[config.mk]
export PLATFORM = sky130hd
export DESIGN_NAME = adder_tree_acc_flat
export DESIGN_NICKNAME = d
export VERILOG_FILES = /design/src/rtl/adder_tree_acc_pkg.sv /design/src/rtl/adder_tree_acc_if.sv /design/src/rtl/adder_tree_acc_pipe.sv /design/src/rtl/adder_tree_acc.sv /design/src/flat_wrapper.sv
export SDC_FILE = /design/constraint.sdc
export NUM_CORES = 1
export LEC_CHECK = 0
export CAP_MARGIN = 20
export CORE_AREA = 5 5 160 162
export DETAILED_ROUTE_END_ITERATION = 10
export DIE_AREA = 0 0 165 167
export PLACE_DENSITY = 0.85
export SYNTH_ARGS = -nofsm -noshare
export SYNTH_HDL_FRONTEND = slang
export SYNTH_SLANG_ARGS = --single-unit
[constraint.sdc]
create_clock -name clk -period 3 [get_ports clk]
set_input_delay 0.6 -clock clk [delete_from_list [all_inputs] [get_ports clk]]
set_output_delay 0.6 -clock clk [all_outputs]
set_load 0.05 [all_outputs]
[src/rtl/adder_tree_acc_pkg.sv]
// Shared definitions for the adder_tree_acc slice: job states, clog2 helper and default widths.
package adder_tree_pkg;

  localparam int DEF_N_LANES = 32'sd8;
  localparam int DEF_DIN_W   = 32'sd16;
  localparam int DEF_ACC_W   = 32'sd24;
  localparam int DEF_LEN_W   = 32'sd8;

  localparam logic [1:0] ST_IDLE  = 2'd0;
  localparam logic [1:0] ST_RUN   = 2'd1;
  localparam logic [1:0] ST_DRAIN = 2'd2;
  localparam logic [1:0] ST_DONE  = 2'd3;

  typedef enum logic [1:0] {
    S_IDLE  = ST_IDLE,
    S_RUN   = ST_RUN,
    S_DRAIN = ST_DRAIN,
    S_DONE  = ST_DONE
  } state_e;

  function automatic int clog2(input int value);
    int result;
    result = 32'sd0;
    while ((32'sd1 << result) < value) begin
      result = result + 32'sd1;
    end
    return result;
  endfunction

endpackage

[src/rtl/adder_tree_acc_if.sv]
// Job/beat interface between the host trigger/pipe logic (master) and adder_tree_acc (slave).
interface adder_tree_acc_if
  import adder_tree_pkg::*;
#(
  parameter int N_LANES = DEF_N_LANES,
  parameter int DIN_W   = DEF_DIN_W,
  parameter int ACC_W   = DEF_ACC_W,
  parameter int LEN_W   = DEF_LEN_W
);
  logic                       start;
  logic [LEN_W-1:0]           len;
  logic                       din_valid;
  logic [N_LANES*DIN_W-1:0]   din;
  logic                       din_ready;
  logic                       busy;
  logic                       done;
  logic [ACC_W-1:0]           dout;
  logic                       ovf;

  modport master (
    output start, len, din_valid, din,
    input  din_ready, busy, done, dout, ovf
  );

  modport slave (
    input  start, len, din_valid, din,
    output din_ready, busy, done, dout, ovf
  );
endinterface

[src/rtl/adder_tree_acc_pipe.sv]
// adder_tree_pipe: valid-tagged registered adder tree, one stage per level, each level one bit wider.
module adder_tree_pipe
  import adder_tree_pkg::*;
#(
  parameter  int N_LANES = DEF_N_LANES,
  parameter  int DIN_W   = DEF_DIN_W,
  localparam int LOG2N   = clog2(N_LANES)
) (
  input  logic                       clk,
  input  logic                       rstn,
  input  logic                       in_valid,
  input  logic [N_LANES*DIN_W-1:0]   in_data,
  output logic                       out_valid,
  output logic [DIN_W+LOG2N-1:0]     out_sum,
  output logic                       active
);
  logic [LOG2N:1] valid_vec_s;

  genvar k, j;
  for (k = 1; k <= LOG2N; k++) begin : g_stage
    localparam int W   = DIN_W + k;
    localparam int CNT = N_LANES >> k;

    logic [W-1:0] sum_s [CNT];
    logic [W-1:0] sum_r [CNT];
    logic         valid_in_s;
    logic         valid_r;

    if (k == 1) begin : g_first
      for (j = 0; j < CNT; j++) begin : g_pair
        assign sum_s[j] = {1'b0, in_data[(2*j)*DIN_W +: DIN_W]}
                        + {1'b0, in_data[(2*j+1)*DIN_W +: DIN_W]};
      end
      assign valid_in_s = in_valid;
    end else begin : g_next
      for (j = 0; j < CNT; j++) begin : g_pair
        assign sum_s[j] = {1'b0, g_stage[k-1].sum_r[2*j]}
                        + {1'b0, g_stage[k-1].sum_r[2*j+1]};
      end
      assign valid_in_s = g_stage[k-1].valid_r;
    end

    // Stage register: sums only load when a valid beat arrives, the tag follows every edge
    always_ff @(posedge clk or negedge rstn) begin
      if (!rstn) begin
        valid_r <= 1'b0;
        for (int i = 0; i < CNT; i++) begin
          sum_r[i] <= {W{1'b0}};
        end
      end else begin
        valid_r <= valid_in_s;
        if (valid_in_s) begin
          for (int i = 0; i < CNT; i++) begin
            sum_r[i] <= sum_s[i];
          end
        end
      end
    end

    assign valid_vec_s[k] = valid_r;
  end

  assign out_sum   = g_stage[LOG2N].sum_r[0];
  assign out_valid = g_stage[LOG2N].valid_r;
  assign active    = |valid_vec_s;
endmodule

[src/rtl/adder_tree_acc.sv]
// adder_tree_acc: job FSM, beat counter and accumulator around adder_tree_pipe.
// Define ADDER_TREE_ACC_SAT_EN to clamp the accumulator on carry-out and raise a sticky ovf.
module adder_tree_acc
  import adder_tree_pkg::*;
#(
  parameter int N_LANES = DEF_N_LANES,
  parameter int DIN_W   = DEF_DIN_W,
  parameter int ACC_W   = DEF_ACC_W,
  parameter int LEN_W   = DEF_LEN_W
) (
  input  logic               clk,
  input  logic               rstn,
  adder_tree_acc_if.slave    bus
);
  localparam int LOG2N  = clog2(N_LANES);
  localparam int TREE_W = DIN_W + LOG2N;
`ifdef ADDER_TREE_ACC_SAT_EN
  localparam int SUM_W  = ACC_W + 1;
`else
  localparam int SUM_W  = ACC_W;
`endif
  localparam logic [LEN_W-1:0] LEN_ZERO = {LEN_W{1'b0}};
  localparam logic [LEN_W-1:0] LEN_ONE  = {{(LEN_W-1){1'b0}}, 1'b1};

  state_e             state_r, state_s;
  logic [LEN_W-1:0]   cnt_r;
  logic [ACC_W-1:0]   acc_r;
  logic [ACC_W-1:0]   dout_r;
  logic               din_ready_r, busy_r, done_r;
  logic               accept_s, start_ok_s;
  logic               tree_valid_s, tree_active_s;
  logic [TREE_W-1:0]  tree_sum_s;
  logic [SUM_W-1:0]   acc_sum_s;

  assign accept_s   = bus.din_valid & din_ready_r;
  assign start_ok_s = bus.start & (state_r == S_IDLE);
  assign acc_sum_s  = SUM_W'(acc_r) + SUM_W'(tree_sum_s);

  adder_tree_pipe #(
    .N_LANES (N_LANES),
    .DIN_W   (DIN_W)
  ) u_pipe (
    .clk       (clk),
    .rstn      (rstn),
    .in_valid  (accept_s),
    .in_data   (bus.din),
    .out_valid (tree_valid_s),
    .out_sum   (tree_sum_s),
    .active    (tree_active_s)
  );

  // Next-state logic; DRAIN waits until no tagged sum remains in the tree
  always_comb begin
    state_s = state_r;
    case (state_r)
      S_IDLE: begin
        if (bus.start) begin
          if (bus.len == LEN_ZERO) begin
            state_s = S_DONE;
          end else begin
            state_s = S_RUN;
          end
        end else begin
          state_s = S_IDLE;
        end
      end
      S_RUN: begin
        if (accept_s && (cnt_r == LEN_ONE)) begin
          state_s = S_DRAIN;
        end else begin
          state_s = S_RUN;
        end
      end
      S_DRAIN: begin
        if (!tree_active_s) begin
          state_s = S_DONE;
        end else begin
          state_s = S_DRAIN;
        end
      end
      S_DONE:  state_s = S_IDLE;
      default: state_s = S_IDLE;
    endcase
  end

  // State register with status outputs registered from the next state
  always_ff @(posedge clk or negedge rstn) begin
    if (!rstn) begin
      state_r     <= S_IDLE;
      din_ready_r <= 1'b0;
      busy_r      <= 1'b0;
      done_r      <= 1'b0;
    end else begin
      state_r     <= state_s;
      din_ready_r <= (state_s == S_RUN);
      busy_r      <= (state_s != S_IDLE);
      done_r      <= (state_s == S_DONE);
    end
  end

  // Remaining-beat counter
  always_ff @(posedge clk or negedge rstn) begin
    if (!rstn) begin
      cnt_r <= LEN_ZERO;
    end else if (start_ok_s) begin
      cnt_r <= bus.len;
    end else if (accept_s) begin
      cnt_r <= cnt_r - LEN_ONE;
    end
  end

`ifdef ADDER_TREE_ACC_SAT_EN
  logic ovf_r;

  // Accumulator clamps at all-ones once any add carries out, and stays clamped for the job
  always_ff @(posedge clk or negedge rstn) begin
    if (!rstn) begin
      acc_r <= {ACC_W{1'b0}};
      ovf_r <= 1'b0;
    end else if (start_ok_s) begin
      acc_r <= {ACC_W{1'b0}};
      ovf_r <= 1'b0;
    end else if (tree_valid_s) begin
      if (ovf_r || acc_sum_s[ACC_W]) begin
        acc_r <= {ACC_W{1'b1}};
        ovf_r <= 1'b1;
      end else begin
        acc_r <= acc_sum_s[ACC_W-1:0];
      end
    end
  end

  assign bus.ovf = ovf_r;
`else
  // Accumulator wraps modulo 2^ACC_W
  always_ff @(posedge clk or negedge rstn) begin
    if (!rstn) begin
      acc_r <= {ACC_W{1'b0}};
    end else if (start_ok_s) begin
      acc_r <= {ACC_W{1'b0}};
    end else if (tree_valid_s) begin
      acc_r <= acc_sum_s;
    end
  end

  assign bus.ovf = 1'b0;
`endif

  // Result register: zero for an empty job, otherwise captured as the drain completes
  always_ff @(posedge clk or negedge rstn) begin
    if (!rstn) begin
      dout_r <= {ACC_W{1'b0}};
    end else if (start_ok_s && (bus.len == LEN_ZERO)) begin
      dout_r <= {ACC_W{1'b0}};
    end else if ((state_r == S_DRAIN) && !tree_active_s) begin
      dout_r <= acc_r;
    end
  end

  assign bus.din_ready = din_ready_r;
  assign bus.busy      = busy_r;
  assign bus.done      = done_r;
  assign bus.dout      = dout_r;
endmodule

[src/flat_wrapper.sv]
// flat-port wrapper written by rule: the top's interface ports become plain ports
module adder_tree_acc_flat import adder_tree_pkg::*;
#(
  parameter int N_LANES = DEF_N_LANES,
  parameter int DIN_W   = DEF_DIN_W,
  parameter int ACC_W   = DEF_ACC_W,
  parameter int LEN_W   = DEF_LEN_W
)
  (clk, rstn, bus_start, bus_len, bus_din_valid, bus_din, bus_din_ready, bus_busy, bus_done, bus_dout, bus_ovf);
  adder_tree_acc_if #(.N_LANES(N_LANES), .DIN_W(DIN_W), .ACC_W(ACC_W), .LEN_W(LEN_W)) bus_i ();
  input  logic clk;
  input  logic rstn;
  input wire logic [$bits(bus_i.start)-1:0] bus_start;
  input wire logic [$bits(bus_i.len)-1:0] bus_len;
  input wire logic [$bits(bus_i.din_valid)-1:0] bus_din_valid;
  input wire logic [$bits(bus_i.din)-1:0] bus_din;
  output wire logic [$bits(bus_i.din_ready)-1:0] bus_din_ready;
  output wire logic [$bits(bus_i.busy)-1:0] bus_busy;
  output wire logic [$bits(bus_i.done)-1:0] bus_done;
  output wire logic [$bits(bus_i.dout)-1:0] bus_dout;
  output wire logic [$bits(bus_i.ovf)-1:0] bus_ovf;
  assign bus_i.start = bus_start;
  assign bus_i.len = bus_len;
  assign bus_i.din_valid = bus_din_valid;
  assign bus_i.din = bus_din;
  assign bus_din_ready = bus_i.din_ready;
  assign bus_busy = bus_i.busy;
  assign bus_done = bus_i.done;
  assign bus_dout = bus_i.dout;
  assign bus_ovf = bus_i.ovf;
  adder_tree_acc #(.N_LANES(N_LANES), .DIN_W(DIN_W), .ACC_W(ACC_W), .LEN_W(LEN_W)) u_core (.clk(clk), .rstn(rstn), .bus(bus_i));
endmodule
Yosys cells after proc, flatten, opt, wreduce, memory -nomap -nowiden
Cells that the tools add are included.
{"block": "totals", "reg_bits": 187, "in_bits": 140, "out_inout_bits": 28, "wordCells": 56}
{"block": "classes", "add_sub_neg": 9, "eq_ne": 6, "n_mux": 11, "bitwise_logic": 2, "n_reduce_logical": 11}
{"cell": "$mux W24", "n": 4}
{"cell": "$add A16 B16 Y17", "n": 4}
{"cell": "$add A17 B17 Y18", "n": 2}
{"cell": "$add A24 B19 Y24", "n": 1}
{"cell": "$add A18 B18 Y19", "n": 1}
{"cell": "$mux W8", "n": 2}
{"cell": "$eq A8 B1 Y1 const B", "n": 1}
{"cell": "$logic_not A8 Y1", "n": 1}
{"cell": "$pmux W2 S4", "n": 1}
{"cell": "$reduce_bool A2 Y1", "n": 4}
{"cell": "$sub A8 B1 Y8 const B", "n": 1}
{"cell": "$eq A2 B2 Y1 const B", "n": 3}
{"cell": "$mux W2", "n": 3}
{"cell": "$eq A2 B1 Y1 const B", "n": 2}
{"cell": "$logic_and A1 B1 Y1", "n": 3}
{"cell": "$reduce_or A3 Y1", "n": 1}
{"cell": "$and A1 B1 Y1", "n": 2}
{"cell": "$logic_not A2 Y1", "n": 1}
{"cell": "$logic_not A1 Y1", "n": 1}
{"cell": "$mux W1", "n": 1}

Logic depth before layout (Yosys ltp)
Gate-level depths: netlist of run 1.
{"block": "depth", "ltp_word": 5, "ltp_mapped": 10, "mapped_depth_nobuf": 10}

Modules after synthesis
From an unflattened synthesis of run 1, not the netlist that was laid out.
{"block": "hier_totals", "cells_unflattened": 1530, "hier_area_um2": 14020.9}
{"module": "adder_tree_pipe", "n_inst": 1, "cells_per_inst": 1112, "area_per_inst_um2": 10157.2}
{"module": "adder_tree_acc", "n_inst": 1, "cells_per_inst": 418, "area_per_inst_um2": 3863.7}

Least setup slack after synthesis of run 1
No wires, ideal clock.
{"block": "synth_timing", "path_kind": "input to register", "from": "input port bus_din[96]", "to": "register u_core.u_pipe.g_stage[1].sum_r[14] (netlist bit)", "setup_ns": 0.120, "t_arrival_ns": 2.663, "setup_slack_ns": 0.217, "stages": 9, "n_path_buf": 0, "cell_sequence": "ha_1 > fa_1 > a21oi_1 > o21ai_1 > a2111oi_2 > or3_1 > a31oi_1 > or3_1 > a31o_2"}
{"block": "synth_between", "elab_chain_cells": 1}
{"element": "start, declared", "line_no": "flat_wrapper.sv:16", "source": "input wire logic [$bits(bus_i.din)-1:0] bus_din;"}
{"element": "$add A16 B16 Y17", "line_no": "adder_tree_acc_pipe.sv:32", "source": "+ {1'b0, in_data[(2*j+1)*DIN_W +: DIN_W]};"}
{"element": "end signal, assigned by index", "line_no": "adder_tree_acc_pipe.sv:48", "source": "sum_r[i] <= {W{1'b0}};"}
{"element": "end signal, assigned by index", "line_no": "adder_tree_acc_pipe.sv:54", "source": "sum_r[i] <= sum_s[i];"}
{"element": "end, declared", "line_no": "adder_tree_acc_pipe.sv:25", "source": "logic [W-1:0] sum_r [CNT];"}
No other way between the ends.
A chain may end at the register's enable or synchronous reset.

Worst setup path after layout of run 1
{"block": "layout_timing", "from": "input port bus_din[0]", "to": "register u_core.u_pipe.g_stage[1].sum_r[65] (netlist bit)"}
Same word-level chain as after synthesis.

==> results of run 1 <==
## layout make-up
| type | count | area share |
|---|---|---|
| clock inverters | 15 | 0.0131 |
| flip-flops and latches | 187 | 0.293 |
| inverters | 49 | 0.0115 |
| repair buffers | 214 | 0.128 |
| well taps | 324 | 0.0254 |
| multi-input cells | 1119 | 0.503 |
| clock buffers | 17 | 0.0266 |
## critical path, stage by stage
cell,delay [ns]
clkdlybuf4s50_1,0.42
ha_1,0.23
fa_1,0.39
a21o_1,0.20
a21o_1,0.19
a21oi_1,0.19
o21ai_0,0.25
a2111oi_1,0.49
nor4b_1,0.12
o31ai_1,0.22
## metal layers
layer	global-route usage	up-vias	share of wire
met2	0.370	246	0.49
met1	0.298	5190	0.45
li1	-	5486	-
met4	0.0651	0	0.022
met5	0	-	0
met3	0.0274	42	0.038
## how the worst max path moves through the flow
stage,cells past startpoint,from,slack (ns),endpoint
finish,10,bus_din[0],0.03,u_core.u_pipe.g_stage[1].sum_r[65]$_DFFE_PN0P_
global route,10,bus_din[0],-0.04,u_core.u_pipe.g_stage[1].sum_r[65]$_DFFE_PN0P_
CTS,10,bus_din[96],0.01,u_core.u_pipe.g_stage[1].sum_r[14]$_DFFE_PN0P_
detailed placement,10,bus_din[96],-0.43,u_core.u_pipe.g_stage[1].sum_r[14]$_DFFE_PN0P_
global placement,10,bus_din[96],-0.37,u_core.u_pipe.g_stage[1].sum_r[14]$_DFFE_PN0P_
floorplan,9,bus_din[96],0.22,u_core.u_pipe.g_stage[1].sum_r[14]$_DFFE_PN0P_
## through the flow
stage          TNS (ns)  hold WS, ns  instance area, um2   util
2_1_floorplan         0        0.304               13000      -
3_3_place_gp      -1.75        0.468               15300  0.640
3_5_place_dp      -3.10        0.476               15300  0.640
4_1_cts               0        0.136               16000  0.666
5_1_grt         -0.0387        0.164               16000  0.667
6_report              0        0.127               16000  0.667
## cell families (layout without fill, tap and decap cells)
kind of cell	Yosys count	in the layout
flip-flops	187	187
AND/OR/NAND/NOR	385	385
adder cells (fa/ha/maj)	145	145
buffers and inverters	95	295
XOR/XNOR	87	87
AO/OA/AOI/OAI	434	434
other	1	1
multiplexers	67	67
## layout by cell type (no fill, tap or decap), types with 17 or more instances in the layout
| master | netlist | final |
|---|---|---|
| a211oi_1 | 22 | 22 |
| a21o_1 | 37 | 37 |
| a21oi_1 | 104 | 103 |
| buf_4 | 1 | 46 |
| clkbuf_16 | 0 | 17 |
| clkdlybuf4s50_1 | 0 | 165 |
| dfrtp_1 | 187 | 187 |
| ha_1 | 137 | 137 |
| inv_1 | 48 | 48 |
| mux2_2 | 29 | 29 |
| mux2i_1 | 38 | 38 |
| nand2_1 | 126 | 125 |
| nor2_1 | 102 | 102 |
| nor3_1 | 26 | 26 |
| o21a_1 | 32 | 32 |
| o21ai_0 | 125 | 125 |
| or3_1 | 25 | 25 |
| xnor2_1 | 61 | 61 |
| xor2_1 | 26 | 26 |
## cell usage after synthesis (all sizes together), types with 15 or more instances
master	number	share of area
xnor2	61	0.041
nor3	26	0.010
inv	48	0.014
nor2	102	0.029
dfrtp	187	0.36
mux2i	38	0.029
nand3	15	0.0058
clkbuf	37	0.011
nand2	126	0.036
mux2	29	0.025
a21oi	104	0.040
o31ai	15	0.0086
xor2	26	0.017
a211oi	23	0.014
o21ai	130	0.050
a21o	38	0.022
or3	25	0.012
o21a	32	0.018
ha	137	0.13
## flip-flops by register name (all words and copies together) (netlist names)
register / cells
u_core.bus.dout: 24
u_core.state_r: 2
u_core.bus.din_ready: 1
u_core.u_pipe.out_sum: 19
u_core.u_pipe.out_valid: 1
u_core.u_pipe.g_stage.valid_r: 2
u_core.cnt_r: 8
u_core.acc_r: 24
u_core.bus.busy: 1
u_core.bus.done: 1
u_core.u_pipe.g_stage.sum_r: 104
## report_power, final
group | internal, mW | switching [mW]
sequential | 3.53 | 0.820
clock | 1.41 | 1.02
combinational | 3.94 | 4.46
==> impl_metrics.ini, run 1 <==
[run_status]
status = complete, no violations

[floorplan]
die_x_um = 165
start_util = 0.544
num_rows = 57
fp.coreArea_um2 = 24000
dieArea_um2 = 27600
die_h_um = 167
ios = 168

[drt]
route.antenna.remaining_nets = 0
wl_per_cell_um = 15.7
wirelength_mm = 30.3
drt_iter0_drc = 714
vias = 10964
drtPass1Iterations = 5
drc = 0
routed_via_density = 5.70

[synthesis]
synthMuxAreaShare = 0.0542
synth_compound_area_frac = 0.215
ys_ff_latch = 187
synth_top_family_by_area = compound AO/OA/AOI/OAI gates
syn-num-nets = 1686
synth_cell_type_count = 81
synth_xor_area_frac = 0.0584
avgSynthCellArea_um2 = 9.31
synth_fa_ha_area_frac = 0.144
yosysWarnings = 0
synth-edff-count = 0
ys.flop_type = dfrtp_1
synth_cells = 1401
seq_area_frac_synth = 0.359
ys_async_sr_fraction = 1.00
yosys.area_share.simple = 0.142
netlist_area_um2 = 13000

[final_layout]
stdcell_count = 1925
syn_to_final_growth_pct = 22.6
multi_input_area_um2 = 8040
layout.area.seq_um2 = 4680
nNetsFinal = 1873
drive_gt1_frac = 0.0874
nFillCells = 1907
n_antenna_cell = 0

[global_routing]
grt_pass1_vias = 10781
grt_util_all_layers = 0.220
grt_first_pass_wirelength_mm = 50.9
grt_overflow = 0
antenna_found_initial = 0
grt_max_degree = 57

[clock_tree]
clockBufferDepth = 2
htreeDepth = 4
cts_made_buffers = 17
worstSkewPairLatency_ns = 0.43
cts_setup_buffers = 0
cts_hold_buf = 0
root_buffer = clkbuf_16
clkSlewWorstSetupHoldPaths_ns = 0.07
cts_tree = done
cts_resized = 0
clock-sinks = 187

[worst_setup_path]
critical_path.max_fanout = 4
rr_worst_depth = 10
crit_type = in2reg
r2r-start = u_core.acc_r[0]$_DFFE_PN0P_
worst_ep_required_time_ns = 3.33
rrSetupSlack_ns = 0.23
crit_arrival_ns = 3.30
cp-end-kind = flop
r2r_end = u_core.acc_r[18]$_DFFE_PN0P_
startpoint_type = input port

[power_and_ir_drop]
ir_worst_vdd_mv = 0.437
power_leakage_nw = 7.06
power.total_mw = 15.2
power_per_cell_area_nw_per_um2 = 949

[timing]
finClkSkew_ns = 0.00975
maxSlewHeadroom = 0.424
finalCritPeriodShare = 0.990
setup_ws_ns = 0.0312
min_period_ns = 2.97
tightest_slew_ns = 0.865
fmax_mhz = 337
slew_viol_final = 0
finalSetupViolations = 0
hold_violations = 0

[placed_design]
numPortBuffers = 166
dp_hpwl_mm = 24.1
dp_slack_ns = -0.425
routabilityCongestion = 0.914
dp_cells = 1893

[job]
cap_violations = 0

[worst_hold_path]
hold_path_class = in2async
Note: power is estimated with default switching activity, not from simulation.
==> run 2: changes to the inputs <==
--- a/config.mk
+++ b/config.mk
@@ -10,6 +10,7 @@
 export DETAILED_ROUTE_END_ITERATION = 10
 export DIE_AREA = 0 0 165 167
 export PLACE_DENSITY = 0.85
+export SKIP_LAST_GASP = 1
 export SYNTH_ARGS = -nofsm -noshare
 export SYNTH_HDL_FRONTEND = slang
 export SYNTH_SLANG_ARGS = --single-unit
==> impl_metrics.ini, run 2 (synthesis results as in run 1) <==
[worst_setup_path]
worst_ep_required_time_ns = 3.33
cp-end-kind = flop
crit_arrival_ns = 3.29
rr_worst_depth = 10
startpoint_type = input port
r2r_end = u_core.acc_r[18]$_DFFE_PN0P_
rrSetupSlack_ns = 0.23
critical_path.max_fanout = 4
crit_type = in2reg
r2r-start = u_core.acc_r[0]$_DFFE_PN0P_

[timing]
finalCritPeriodShare = 0.987
hold_violations = 0
rsz0062_at_grt = true
hold_ws_ns = 0.125
min_period_ns = 2.96
finalSetupViolations = 0
finClkSkew_ns = 0.00979
slew_viol_final = 0
fmax_mhz = 338
maxSlewHeadroom = 0.424
tightest_slew_ns = 0.865

[floorplan]
start_util = 0.544
die_h_um = 167
ios = 168
die_x_um = 165
fp.coreArea_um2 = 24000
num_rows = 57
dieArea_um2 = 27600

[final_layout]
most-common-layout-cells = dfrtp_1 (187), clkdlybuf4s50_1 (165), ha_1 (137), o21ai_0 (125), nand2_1 (125)
nNetsFinal = 1873
final_cell_area_um2 = 16000
drive_gt1_frac = 0.0874
largest_reg_flops = 104
syn_to_final_growth_pct = 22.5
final_common_cell = dfrtp_1
regMostFlops = u_core.u_pipe.g_stage.sum_r
nFillCells = 1910
n_antenna_cell = 0

[clock_tree]
cts_hold_buf = 0
clockBufferDepth = 2
clock-sinks = 187
root_buffer = clkbuf_16
clkSlewWorstSetupHoldPaths_ns = 0.07
cts_made_buffers = 17
cts_tree = done
cts_setup_buffers = 0
worstSkewPairLatency_ns = 0.43
htreeDepth = 4

[placed_design]
dp_hpwl_mm = 24.1
numPortBuffers = 166
post_dp_cell_area_um2 = 15300
routabilityCongestion = 0.914

[global_routing]
grt_util_all_layers = 0.220
grt_overflow = 0
grt_first_pass_wirelength_mm = 50.9
grt_pass1_vias = 10781
antenna_found_initial = 0
grt_max_degree = 57

[drt]
drtPass1Iterations = 5
drt_iter0_drc = 741
route.antenna.remaining_nets = 0
drc = 0
wirelength_mm = 30.3
wl_per_cell_um = 15.7
routed_via_density = 5.69
vias = 10960

[job]
cap_violations = 0

[power_and_ir_drop]
power.total_mw = 15.2
power_leakage_nw = 7.06
power_per_cell_area_nw_per_um2 = 950
ir_worst_vdd_mv = 0.436

[run_status]
status = complete, no violations

[worst_hold_path]
hold_path_class = in2async
==> run 2: cell counts in the layout (fill, tap and decap cells not counted) <==
No cell type changed its count.
==> run 2: cell type report <==
cell class / instances / area [um2] / area share
repair buffers: 214 / 2050 / 0.128
flip-flops and latches: 187 / 4680 / 0.293
multi-input cells: 1119 / 8020 / 0.502
inverters: 49 / 184 / 0.0115
well taps: 324 / 405 / 0.0254
clock buffers: 17 / 425 / 0.0266
clock inverters: 15 / 209 / 0.0131
==> run 2: worst max-delay path: stages <==
cell	delay, ns
clkdlybuf4s50_1	0.42
ha_1	0.23
fa_1	0.39
a21o_1	0.20
a21o_1	0.19
a21oi_1	0.19
o21ai_0	0.25
a2111oi_1	0.48
nor4b_1	0.12
o31ai_1	0.21
==> run 2: power breakdown <==
group / internal [mW] / total (mW) / switching (mW)
Clock: 1.41 / 2.43 / 1.02
Sequential: 3.53 / 4.35 / 0.820
Combinational: 3.94 / 8.39 / 4.45
==> run 2: how the worst max path moves through the flow <==
stage	cells after the start	from	end	slack (ns)
after detailed placement	10	bus_din[96]	u_core.u_pipe.g_stage[1].sum_r[14]$_DFFE_PN0P_	-0.43
after floorplan	9	bus_din[96]	u_core.u_pipe.g_stage[1].sum_r[14]$_DFFE_PN0P_	0.22
final	10	bus_din[0]	u_core.u_pipe.g_stage[1].sum_r[65]$_DFFE_PN0P_	0.04
after global routing	10	bus_din[96]	u_core.u_pipe.g_stage[1].sum_r[14]$_DFFE_PN0P_	-0.04
after CTS	10	bus_din[96]	u_core.u_pipe.g_stage[1].sum_r[14]$_DFFE_PN0P_	0.01
after global placement	10	bus_din[96]	u_core.u_pipe.g_stage[1].sum_r[14]$_DFFE_PN0P_	-0.37
==> run 2: layer usage <==
| metal | wire (um) | part of all wire | global-route usage | up-vias |
|---|---|---|---|---|
| met3 | 1120 | 0.037 | 0.0274 | 38 |
| met2 | 14900 | 0.49 | 0.370 | 241 |
| li1 | - | - | - | 5494 |
| met1 | 13600 | 0.45 | 0.298 | 5187 |
| met5 | 0 | 0 | 0 | - |
| met4 | 644 | 0.021 | 0.0651 | 0 |
==> run 2: stage by stage <==
step	util	setup WS, ns	setup TNS, ns	instances
floorplan	-	0.217	0	1401
global route	0.667	-0.0397	-0.0784	1925
finish	0.667	0.0398	0	1925
global placement	0.640	-0.369	-1.75	1893
CTS	0.666	0.0132	0	1925
detailed placement	0.640	-0.425	-3.10	1893
==> run 2: timing repair <==
action,4_1_cts,5_1_grt
gates resized for setup,0,2
hold endpoints to repair,0,0
endpoints found under the setup margin,0,5
